--- config.mk ---
export PLATFORM = sky130hd
export DESIGN_NAME = cnu_minfind_stream
export DESIGN_NICKNAME = d
export VERILOG_FILES = /design/src/rtl/cnu_minfind_stream.sv
export SDC_FILE = /design/constraint.sdc
export NUM_CORES = 1
export LEC_CHECK = 0
export BUFFER_PORTS_ARGS = -buffer_cell sky130_fd_sc_hd__buf_2
export CORE_MARGIN = 2
export CORE_UTILIZATION = 47
export DETAILED_ROUTE_END_ITERATION = 8
export PLACE_DENSITY = 0.76
export RECOVER_POWER = 100
export SYNTH_ARGS = -nofsm -noshare
export SYNTH_HDL_FRONTEND = slang
export SYNTH_SLANG_ARGS = --single-unit
--- constraint.sdc ---
create_clock -name clk -period 2.1 [get_ports clk]
set_clock_uncertainty 0.1 [all_clocks]
set_input_delay 0.105 -clock clk [delete_from_list [all_inputs] [get_ports clk]]
set_output_delay 0.105 -clock clk [all_outputs]
set_load 0.05 [all_outputs]
--- src/rtl/cnu_minfind_stream.sv ---
// Streaming min/min2 finder for the LDPC check-node unit: folds one sign-magnitude
// message per cycle into a row summary and hands it over through a valid/ready output register.
module cnu_minfind_stream #(
    parameter int DATA_W = 9,
    parameter int D      = 7,
    parameter int IDX_W  = $clog2(D),
    parameter int OFFSET = 0
) (
    input  logic                clk,
    input  logic                rst_n,
    input  logic                in_valid,
    output logic                in_ready,
    input  logic [DATA_W-1:0]   in_data,
    input  logic                in_last,
    output logic                out_valid,
    input  logic                out_ready,
    output logic [DATA_W-2:0]   out_min,
    output logic [DATA_W-2:0]   out_min2,
    output logic [IDX_W-1:0]    out_idx,
    output logic                out_sign,
    output logic [D-1:0]        out_signs,
    output logic [IDX_W:0]      out_deg,
    output logic                out_err
);

    localparam int MAG_W = DATA_W - 1;
    localparam int CNT_W = IDX_W + 1;
    localparam logic [MAG_W-1:0] OFF_V = MAG_W'(OFFSET);

    logic [CNT_W-1:0] r_cnt;
    logic [MAG_W-1:0] r_min, r_min2;
    logic [IDX_W-1:0] r_idx;
    logic             r_sgn;
    logic [D-1:0]     r_signs;

    logic             r_out_valid;
    logic [MAG_W-1:0] r_out_min, r_out_min2;
    logic [IDX_W-1:0] r_out_idx;
    logic             r_out_sign;
    logic [D-1:0]     r_out_signs;
    logic [CNT_W-1:0] r_out_deg;
    logic             r_out_err;

    logic             w_sign;
    logic [MAG_W-1:0] w_mag;
    logic [IDX_W-1:0] w_pos;
    logic             w_acc, w_close;
    logic [MAG_W-1:0] w_min_n, w_min2_n;
    logic [IDX_W-1:0] w_idx_n;
    logic             w_sgn_n;
    logic [D-1:0]     w_signs_n;

    function automatic logic [MAG_W-1:0] sat_off(input logic [MAG_W-1:0] x);
        return (x > OFF_V) ? x - OFF_V : '0;
    endfunction

    assign w_sign   = in_data[DATA_W-1];
    assign w_mag    = in_data[MAG_W-1:0];
    assign w_pos    = r_cnt[IDX_W-1:0];
    assign in_ready = !r_out_valid || out_ready;
    assign w_acc    = in_valid && in_ready;
    assign w_close  = w_acc && (in_last || r_cnt == CNT_W'(D - 1));

    // Accumulator state with the current beat folded in; the closing beat reads this directly.
    always_comb begin
        // NOTE: every combinational output gets a default first so no path leaves it unassigned (no latch).
        w_min_n   = r_min;
        w_min2_n  = r_min2;
        w_idx_n   = r_idx;
        w_sgn_n   = r_sgn;
        w_signs_n = r_signs;
        if (r_cnt == '0) begin
            w_min_n      = w_mag;
            w_min2_n     = '1;
            w_idx_n      = '0;
            w_sgn_n      = w_sign;
            w_signs_n    = '0;
            w_signs_n[0] = w_sign;
        end else begin
            if (w_mag < r_min) begin
                w_min2_n = r_min;
                w_min_n  = w_mag;
                w_idx_n  = w_pos;
            end else if (w_mag < r_min2) begin
                w_min2_n = w_mag;
            end
            w_signs_n[w_pos] = w_sign;
            w_sgn_n          = r_sgn ^ w_sign;
        end
    end

    // NOTE: sequential state uses non-blocking assignments so all registers update from pre-edge values.
    always_ff @(posedge clk or negedge rst_n) begin
        if (!rst_n) begin
            r_cnt   <= '0;
            r_min   <= '0;
            r_min2  <= '0;
            r_idx   <= '0;
            r_sgn   <= 1'b0;
            r_signs <= '0;
        end else if (w_acc) begin
            r_cnt   <= w_close ? '0 : r_cnt + CNT_W'(1);
            r_min   <= w_min_n;
            r_min2  <= w_min2_n;
            r_idx   <= w_idx_n;
            r_sgn   <= w_sgn_n;
            r_signs <= w_signs_n;
        end
    end

    // A closing row overrides the handshake so back-to-back rows keep out_valid high.
    always_ff @(posedge clk or negedge rst_n) begin
        if (!rst_n) begin
            r_out_valid <= 1'b0;
            r_out_min   <= '0;
            r_out_min2  <= '0;
            r_out_idx   <= '0;
            r_out_sign  <= 1'b0;
            r_out_signs <= '0;
            r_out_deg   <= '0;
            r_out_err   <= 1'b0;
        end else if (w_close) begin
            r_out_valid <= 1'b1;
            r_out_min   <= sat_off(w_min_n);
            r_out_min2  <= sat_off(w_min2_n);
            r_out_idx   <= w_idx_n;
            r_out_sign  <= w_sgn_n;
            r_out_signs <= w_signs_n;
            r_out_deg   <= r_cnt + CNT_W'(1);
            r_out_err   <= !in_last;
        end else if (out_ready) begin
            r_out_valid <= 1'b0;
        end
    end

    assign out_valid = r_out_valid;
    assign out_min   = r_out_min;
    assign out_min2  = r_out_min2;
    assign out_idx   = r_out_idx;
    assign out_sign  = r_out_sign;
    assign out_signs = r_out_signs;
    assign out_deg   = r_out_deg;
    assign out_err   = r_out_err;

endmodule

==> results.md, run 1 <==
- Crit start category: flop
- Sequential share of the synthesized area: 0.4814
- Number of global-route vias before repair: 2,818
- Via-per-instance ratio: 5.872
- Row Count: 30
- TNS Setup: -1.241 ns
- Final Hold Viols: 0
- CP cell instances: inv_1 -> ha_1 -> nand4_1 -> a21oi_1 -> a21o_1 -> buf_8 -> mux2i_1 -> o31ai_1
- DP Wirelength: 5.632 mm
- Setup violations, final: 18
- Worst path slowest cell: dfrtp_1
- Number of buffers created by CTS: 9
- Internal power: 0.003202 W
- Avg WL per Cell: 17.66 um
- Worst VDD drop: 0.0008501 V
- Drt pass-1 iters: 5
- Total congestion overflow: 0
- Clock power share: 0.190
- PnR worst setup slack: -0.1378 ns
- Longest Clk Path Bufs: 2
- Most common cell after layout, fill and taps aside: dfrtp_1
- CP max stage delay: 0.36 ns
- IO Port Bufs: 47
- Nets: 445
- Setup CP Type: reg -> reg
- Tightest Pin Transition: 1.387 ns
- Min-Delay Path Class: in -> reg
- Part of the power in registers: 0.316
- Critical Path RT: 2.22 ns
- Area of the core: 6832 um^2
- Routed Antenna Nets: 0
- Synth cell types: 38
- Ports: 48
- Placement Cell Area: 3861 um^2
- Pwr dens: 1377 nW/um^2
- First-pass GRT wire length: 13.95 mm
- Switching fraction of total power: 0.4494
- Finished layout cell area: 4224 um^2
- Antenna Cells: 0
- Die width: 88.14 um
- Final worst-path cycle share: 1.066
- Largest net degree at the start of global routing: 65
- Die area: 7768 um^2
- Worst R2R Setup Slack: -0.14 ns
- Syn Inst Count: 329
- Clock latency reported for the late side of the worst-skew pair: 0.35 ns
- CTS tree: built
- Seq cells post-synth: 64
- Comb pwr share: 0.494
- Timing-limited maximum frequency: 446.9 MHz
- GRT Total Usage: 0.2365
- Max-Cap Viols: 0
- GP Congestion: 0.8705
- DR DRC count: 0
- H-tree depth: 3
- Syn Nets: 360
- Slew Limit Fails: 0
- Clock Sink Count: 64
- Root Driver: clkbuf_8
- RSZ-0062 raised after global routing: yes
- Cell Area, Synth: 3327 um^2
- Slew HR: 0.07509
- Initial DRC Count: 306
- CP max FO: 27
- Die height: 88.14 um
- Clk slew on worst S/H paths: 0.07 ns
- Drt total wl: 9.097 mm
- Failing checks: setup timing
- Synthesized area per cell: 10.11 um^2
- Area growth, synth to finish: 26.96%
- Status: complete, but fails checks
- Leakage power: 1.888 nW
- Initial Util: 0.4870
- Share of cells above drive strength 1: 0.2196
- Initial antenna violation count: 0
- Highest-count cells in the layout ignoring fill and taps: 64 x dfrtp_1, 36 x clkbuf_1, 33 x nand2_1, 31 x buf_4, 24 x a21oi_1
- Final min period: 2.238 ns
- Psw: 0.002614 W
- Critical path arrival: 2.36 ns
- Vias post-DR: 3,024
- Yosys warning total: 0
- Element type at the critical path end: flop
==> Yosys cell counts (all sizes together) <==
| master | count | area share |
|---|---|---|
| clkbuf | 11 | 0.012 |
| nand4 | 2 | 0.0038 |
| o31ai | 14 | 0.033 |
| xor2 | 1 | 0.0026 |
| a21o | 4 | 0.0090 |
| nor3 | 1 | 0.0015 |
| o32ai | 16 | 0.042 |
| nor2 | 19 | 0.023 |
| inv | 18 | 0.020 |
| o211ai | 1 | 0.0038 |
| mux2i | 17 | 0.051 |
| o21a | 1 | 0.0023 |
| a311oi | 1 | 0.0026 |
| a2111o | 1 | 0.0034 |
| dfrtp | 64 | 0.48 |
| xnor2 | 2 | 0.0053 |
| a2111oi | 1 | 0.0026 |
| and3 | 2 | 0.0038 |
| nand2b | 4 | 0.0075 |
| a32o | 2 | 0.0060 |
| and4 | 1 | 0.0026 |
| nand2 | 33 | 0.037 |
| ha | 17 | 0.064 |
| a21oi | 26 | 0.042 |
| a31oi | 9 | 0.019 |
| o21ai | 24 | 0.036 |
| or3 | 2 | 0.0038 |
| mux2 | 9 | 0.030 |
| and2 | 2 | 0.0038 |
| buf | 9 | 0.020 |
| nor2b | 1 | 0.0019 |
| nand3 | 14 | 0.021 |
==> per-stage QoR <==
stage	total power, W	worst slack, ns	hold WS, ns	instances	util
2_1_floorplan	0.003658	0.02951	-0.2906	329	-
3_3_place_gp	0.004330	0.03178	0.04493	486	0.5652
3_5_place_dp	0.004413	-0.04837	0.04396	486	0.5652
4_1_cts	0.005540	-0.03619	0.03698	511	0.6086
5_1_grt	0.006082	-0.2020	0.05753	515	0.6183
6_report	0.005815	-0.1378	0.06593	515	0.6183
==> worst paths after layout <==
| kind | start | endpoint | depth (start not counted) |
|---|---|---|---|
| hold / removal | in_data[5] | r_min[5] | 3 |
| max in group asynchronous | rst_n | r_min[1] | 3 |
| setup reg to reg | r_min[7] | out_idx[0] | 8 |
| min in group asynchronous | rst_n | r_min2[2] | 3 |
| hold reg to reg | out_signs[4] | out_signs[4] | 2 |
| setup / recovery | r_min[7] | out_idx[0] | 8 |
==> cells by family (layout without fill, tap and decap cells) <==
kind of cell / after synthesis / count (layout) / synth area share
xor+xnor: 3 / 3 / 0.007899
compound gates: 100 / 100 / 0.2023
simple gates: 81 / 81 / 0.1098
mux: 26 / 26 / 0.08161
flops: 64 / 64 / 0.4814
buf+inv: 38 / 128 / 0.05302
fa+ha+maj: 17 / 17 / 0.06393
==> per-layer routing <==
layer | vias to the layer above | part of all wire | wire length, um | track usage
li1 | 1369 | - | - | -
met1 | 1450 | 0.42 | 3827 | 0.3195
met2 | 173 | 0.47 | 4288 | 0.3636
met3 | 32 | 0.083 | 758 | 0.05938
met4 | 0 | 0.025 | 223 | 0.1006
met5 | - | 0 | 0 | 0
==> worst max-delay path: cells and delay by family, from the launching register on <==
| family | cells | cell delay, ns |
|---|---|---|
| AOI/OAI and AO/OA | 3 | 0.59 |
| buffers and inverters | 2 | 0.30 |
| adders and majority gates | 1 | 0.34 |
| DFF | 1 | 0.36 |
| muxes | 1 | 0.26 |
| and+or+nand+nor | 1 | 0.15 |
==> layout make-up <==
class	instances	area (um^2)
fill	562	2608
multi-input combinational	227	1634
sequential	64	1602
timing repair buffer	94	594.3
clock buffer	11	151.4
tap	96	120.1
inverter	18	67.56
clock inverter	5	55.05
==> power groups by stage <==
stage | combinational (W) | sequential, W | clock (W)
4_1_cts | 0.00261 | 0.00181 | 0.00112
2_1_floorplan | 0.00117 | 0.00249 | 0
5_1_grt | 0.00305 | 0.00187 | 0.00116
3_5_place_dp | 0.00258 | 0.00183 | 0
6_report | 0.00287 | 0.00184 | 0.00110
3_3_place_gp | 0.00252 | 0.00181 | 0
==> flip-flops by register name (all words and copies together), names as in the netlist <==
name and cells:
out_min2 8, out_idx 3, r_signs 7, r_sgn 1
r_min 8, r_cnt 4, out_signs 7, out_valid 1
out_sign 1, out_deg 4, out_min 8, r_idx 3
r_min2 8, out_err 1
==> timing repair <==
action | in CTS | in global routing
setup buffers | 0 | 4
resized for setup | 0 | 26
hold buffers | 9 | 0
pin swaps | 1 | 2
setup endpoints to repair | 12 | 38
endpoints found under the hold margin | 76 | 0
Note: power is estimated with default switching activity, not from simulation.
==> run 2, diff against run 1 <==
--- a/config.mk
+++ b/config.mk
@@ -7,9 +7,9 @@
 export LEC_CHECK = 0
 export BUFFER_PORTS_ARGS = -buffer_cell sky130_fd_sc_hd__buf_2
 export CORE_MARGIN = 2
-export CORE_UTILIZATION = 47
+export CORE_UTILIZATION = 51
 export DETAILED_ROUTE_END_ITERATION = 8
-export PLACE_DENSITY = 0.76
+export PLACE_DENSITY = 0.81
 export RECOVER_POWER = 100
 export SYNTH_ARGS = -nofsm -noshare
 export SYNTH_HDL_FRONTEND = slang
==> results.md, run 2 (synthesized netlist as in run 1, its figures left out) <==
- Non-filler cells, final: 491 (-4.7%)
- Drt total wl: 8.975 mm (-1.3%)
- Clock Sink Count: 64 (unchanged)
- Pwr dens: 1369 nW/um^2 (-0.54%)
- Finished layout cell area: 4136 um^2 (-2.1%)
- CP max FO: 8 (-70%)
- Longest Clk Path Bufs: 2 (unchanged)
- Element type at the critical path end: flop
- Ports: 48 (unchanged)
- Max-Cap Viols: 0 (unchanged)
- Internal power: 0.003126 W (-2.4%)
- Place WS: -0.06050 ns (-0.01214 ns)
- H-tree depth: 3 (unchanged)
- Via-per-instance ratio: 6.143 (+4.6%)
- Share of cells above drive strength 1: 0.1932 (-0.02633)
- Tightest Pin Transition: 1.203 ns (-0.1842 ns)
- Placed cell count: 464 (-4.5%)
- Critical Path RT: 2.24 ns (+0.02 ns)
- Initial antenna violation count: 0 (unchanged)
- DR DRC count: 0 (unchanged)
- Clk slew on worst S/H paths: 0.07 ns (about the same)
- Initial DRC Count: 372 (+22%)
- Design Power: 0.005664 W (-2.6%)
- Clock power share: 0.191 (about the same)
- Final Hold Viols: 0 (unchanged)
- Initial Util: 0.5270 (+0.03996)
- Timing-limited maximum frequency: 457.1 MHz (+2.3%)
- Failing checks: setup timing
- Part of the power in registers: 0.322 (+0.006)
- Root Driver: clkbuf_8
- Setup CP Type: reg -> reg
- First-pass GRT wire length: 13.90 mm (-0.34%)
- Drt pass-1 iters: 5 (unchanged)
- Worst R2R Setup Slack: -0.09 ns (+0.05 ns)
- Crit start category: flop
- Die height: 84.77 um (-3.8%)
- Min-Delay Path Class: in -> reg
- GP Congestion: 0.9005 (+3.4%)
- Die width: 84.77 um (-3.8%)
- TNS Setup: -0.7073 ns (+0.5336 ns)
- Setup violations, final: 12 (-6)
- DP Wirelength: 5.575 mm (-1.0%)
- Area of the core: 6314 um^2 (-7.6%)
- Final worst-path cycle share: 1.042 (-0.02377)
- Vias post-DR: 3,016 (-0.26%)
- Psw: 0.002538 W (-2.9%)
- Total congestion overflow: 0 (unchanged)
- Largest net degree at the start of global routing: 43 (-34%)
- Switching fraction of total power: 0.4482 (-0.001257)
- Highest-count cells in the layout ignoring fill and taps: 64 x dfrtp_1, 39 x clkbuf_1, 33 x nand2_1, 26 x buf_4
- Final min period: 2.188 ns (-0.04993 ns)
- Status: complete, but fails checks
- Comb pwr share: 0.487 (-0.007)
- Critical path arrival: 2.33 ns (-0.03 ns)
- Number of global-route vias before repair: 2,860 (+1.5%)
- Leakage power: 1.866 nW (-1.2%)
- PnR worst setup slack: -0.08785 ns (+0.04993 ns)
- Number of buffers created by CTS: 9 (unchanged)
- Slew Limit Fails: 0 (unchanged)
- IO Port Bufs: 47 (unchanged)
- Avg WL per Cell: 18.28 um (+3.5%)
- Routed Antenna Nets: 0 (unchanged)
- Placement Cell Area: 3802 um^2 (-1.5%)
- Worst VDD drop: 0.0009618 V (+13%)
- Nets: 440 (-1.1%)
- Area growth, synth to finish: 24.33%
- Row Count: 29 (-3.3%)
- GRT Total Usage: 0.2490 (+0.01250)
- Most common cell after layout, fill and taps aside: dfrtp_1
- CTS tree: built
- Slew HR: 0.1979 (+0.1228)
- Antenna Cells: 0 (unchanged)
- RSZ-0062 raised after global routing: yes
- Clock latency reported for the late side of the worst-skew pair: 0.36 ns (about the same)
- Die area: 7185 um^2 (-7.5%)
## run 2: critical path, stage by stage, from the launching register on
cell      delay, ns
dfrtp_1        0.40
inv_2          0.08
ha_4           0.19
a2111o_1       0.43
a21o_1         0.23
a21oi_4        0.19
buf_12         0.16
mux2_4         0.30
## run 2: worst paths after layout
path | start | cells after the start | to
max | r_min[1] | 7 | r_min[2]
min | in_data[8] | 2 | r_sgn
max reg2reg | r_min[1] | 7 | r_min[2]
min reg2reg | out_signs[2] | 2 | out_signs[2]
max in group asynchronous | rst_n | 3 | r_min[0]
min in group asynchronous | rst_n | 2 | out_idx[0]
## run 2: layer usage
metal  track usage  wire length [um]  vias up
met5             0                 0        -
met4        0.1241               251        0
met3       0.06195               873       32
met2        0.3758              4289      178
met1        0.3355              3560     1441
li1              -                 -     1365
## run 2: what timing repair did
action / CTS / global route
resized for setup: 6 / 17
hold buffers: 10 / 0
cloned: 0 / 0
endpoints found under the hold margin: 37 / 0
setup endpoints to repair: 29 / 38
pin swaps: 1 / 2
setup buffers: 0 / 1
## run 2: stage by stage
| stage | utilization | hold slack, ns |
|---|---|---|
| global route | 0.6552 | 0.06283 |
| finish | 0.6552 | 0.01957 |
| floorplan | - | -0.2906 |
| global placement | 0.6023 | 0.01521 |
| detailed placement | 0.6023 | 0.02060 |
| CTS | 0.6520 | 0.01890 |
## run 2: power groups by stage
stage	Combinational, W	Clock (W)	Sequential [W]
final	0.00276	0.00108	0.00182
after global routing	0.00293	0.00113	0.00187
after CTS	0.00263	0.00108	0.00180
after detailed placement	0.00255	0	0.00182
after global placement	0.00249	0	0.00180
after floorplan	0.00117	0	0.00249
## run 2: final cells by class
| class | instances | area [um^2] |
|---|---|---|
| fillers | 507 | 2177 |
| multi-input cells | 227 | 1627 |
| flip-flops and latches | 64 | 1602 |
| repair buffers | 89 | 545.5 |
| clock buffers | 13 | 158.9 |
| well taps | 77 | 96.34 |
| inverters | 18 | 67.56 |
| clock inverters | 3 | 40.04 |
==> run 3, diff against run 2 <==
--- a/config.mk
+++ b/config.mk
@@ -6,10 +6,12 @@
 export NUM_CORES = 1
 export LEC_CHECK = 0
 export BUFFER_PORTS_ARGS = -buffer_cell sky130_fd_sc_hd__buf_2
+export CAP_MARGIN = 10
 export CORE_MARGIN = 2
-export CORE_UTILIZATION = 51
+export CORE_UTILIZATION = 53
+export CTS_BUF_LIST = sky130_fd_sc_hd__clkbuf_2 sky130_fd_sc_hd__clkbuf_4 sky130_fd_sc_hd__clkbuf_8
 export DETAILED_ROUTE_END_ITERATION = 8
-export PLACE_DENSITY = 0.81
+export PLACE_DENSITY = 0.84
 export RECOVER_POWER = 100
 export SYNTH_ARGS = -nofsm -noshare
 export SYNTH_HDL_FRONTEND = slang
==> results.md, run 3 (synthesized netlist as in run 1, its figures left out) <==
- Setup violations, final: 11 (-1)
- Root Driver: clkbuf_8
- GP Congestion: 0.8591 (-4.6%)
- Timing-limited maximum frequency: 458.4 MHz (+0.29%)
- Element type at the critical path end: flop
- Total congestion overflow: 0 (unchanged)
- Clock power share: 0.172 (-0.019)
- Status: complete, but fails checks
- Final min period: 2.181 ns (-0.006373 ns)
- DR DRC count: 0 (unchanged)
- Slew HR: 0.4654 (+0.2675)
- Die width: 83.23 um (-1.8%)
- Slew Limit Fails: 0 (unchanged)
- Vias post-DR: 3,080 (+2.1%)
- Avg WL per Cell: 19.58 um (+7.1%)
- Via-per-instance ratio: 6.286 (+2.3%)
- CP max FO: 8 (unchanged)
- Crit start category: flop
- Min-Delay Path Class: in -> reg
- Initial Util: 0.5553 (+0.02839)
- Critical Path RT: 2.23 ns (about the same)
- Part of the power in registers: 0.320 (-0.002)
- Drt pass-1 iters: 5 (unchanged)
- H-tree depth: 3 (unchanged)
- TNS Setup: -0.5601 ns (+0.1473 ns)
- Initial antenna violation count: 0 (unchanged)
- Design Power: 0.005869 W (+3.6%)
- Largest net degree at the start of global routing: 34 (-21%)
- Area growth, synth to finish: 27.12%
- Hold slack: 0.01395 ns (-0.005613 ns)
- Setup CP Type: reg -> reg
- Longest Clk Path Bufs: 2 (unchanged)
- CP max stage delay: 0.39 ns (-0.04 ns)
- Hold path startpoint: in_data[7]
- Final core occ: 0.7059 (+0.05076)
- Max-Cap Viols: 0 (unchanged)
- DP Wirelength: 5.759 mm (+3.3%)
- Die height: 83.23 um (-1.8%)
- Switching fraction of total power: 0.4578 (+0.009623)
- GRT Total Usage: 0.2611 (+0.01208)
- Worst path slowest cell: a2111o_1
- PnR worst setup slack: -0.08147 ns (+0.006373 ns)
- Pwr dens: 1388 nW/um^2 (+1.4%)
- Ports: 48 (unchanged)
- Clock latency reported for the late side of the worst-skew pair: 0.35 ns (about the same)
- Routed Antenna Nets: 0 (unchanged)
- Area of the core: 5991 um^2 (-5.1%)
- Highest-count cells in the layout ignoring fill and taps: 64 x dfrtp_1, 34 x clkbuf_1, 33 x nand2_1, 23 x buf_4, 20 x o21ai_0
- Antenna Cells: 0 (unchanged)
- Critical path arrival: 2.32 ns (about the same)
- Failing checks: setup timing
- RR Startpoint: r_min[1]
- Most common cell after layout, fill and taps aside: dfrtp_1
- CTS tree: built
- Leakage power: 1.887 nW (+1.1%)
- Share of cells above drive strength 1: 0.2361 (+0.04291)
- Row Count: 28 (-3.4%)
- Clock Sink Count: 64 (unchanged)
- Final Hold Viols: 0 (unchanged)
- Nets: 442 (+0.45%)
- Worst R2R Setup Slack: -0.08 ns (about the same)
- Number of buffers created by CTS: 9 (unchanged)
- Tightest Pin Transition: 0.8019 ns (-0.4012 ns)
- Drt total wl: 9.594 mm (+6.9%)
- Initial DRC Count: 406 (+9.1%)
- CP cell instances: inv_1 -> ha_1 -> a2111o_1 -> a21o_4 -> a21oi_4 -> buf_12 -> mux2_2
- Number of global-route vias before repair: 2,864 (+0.14%)
- Final worst-path cycle share: 1.039 (-0.003035)
- IO Port Bufs: 47 (unchanged)
- First-pass GRT wire length: 14.28 mm (+2.7%)
- RSZ-0062 raised after global routing: yes
- Comb pwr share: 0.508 (+0.021)
- Clk slew on worst S/H paths: 0.07 ns (about the same)
- Die area: 6927 um^2 (-3.6%)
- Psw: 0.002687 W (+5.8%)
- Internal power: 0.003182 W (+1.8%)
- Critical path launch point: r_min[1]
- Worst VDD drop: 0.0008510 V (-12%)
[run 3: cell count changes in the layout (fill, tap and decap cells not counted), moves of 5 or more]
cell      change
clkbuf_1      -5
clkbuf_4      +6
o32ai_1       -6
o32ai_2       +5
[run 3: worst max-delay path: cells and delay by family (launching register included)]
family	cells	cell delay (ns)
DFF	1	0.36
AOI/OAI and AO/OA	3	0.80
buffers and inverters	2	0.20
adders and majority gates	1	0.27
muxes	1	0.34
[run 3: worst paths after layout]
| kind | to | cells after the start |
|---|---|---|
| min | out_min[7] | 3 |
| max reg2reg | r_min[3] | 7 |
| min in group asynchronous | out_idx[1] | 2 |
| min reg2reg | out_signs[4] | 2 |
| max in group asynchronous | r_min[7] | 3 |
| max | r_min[3] | 7 |
[run 3: area by class of cell]
type / count / area [um^2]
inverter: 18 / 67.56
fill: 421 / 1762
clock buffer: 15 / 181.4
multi-input combinational: 227 / 1695
timing repair buffer: 91 / 589.3
tap: 75 / 93.84
sequential: 64 / 1602
[run 3: metal layers]
metal  global-route usage  part of all wire  wire, um
met5                    0                 0         0
met4               0.1282             0.033       320
met3              0.07356             0.092       887
met2               0.3805              0.46      4450
met1               0.3583              0.41      3935
[run 3: repair_timing]
item                                   4_1_cts  5_1_grt
setup endpoints to repair                   10       38
resized for setup                            1       37
buffers inserted                             0        5
pin swaps                                    1        6
hold buffers                                10        0
endpoints found under the hold margin       43        0
[run 3: through the flow]
stage	std cells	setup WS, ns	area [um^2]
finish	490	-0.08147	4229
global route	490	-0.1480	4229
CTS	485	-0.02987	4074
detailed placement	460	-0.04175	3785
global placement	460	0.03707	3785
floorplan	329	0.02951	3334
[run 3: power groups by stage]
stage | Clock, W | Combinational [W] | Sequential [W]
after floorplan | 0 | 0.00117 | 0.00249
after global placement | 0 | 0.00249 | 0.00181
after detailed placement | 0 | 0.00257 | 0.00183
after CTS | 0.00100 | 0.00260 | 0.00182
after global routing | 0.00108 | 0.00316 | 0.00191
final | 0.00101 | 0.00298 | 0.00188
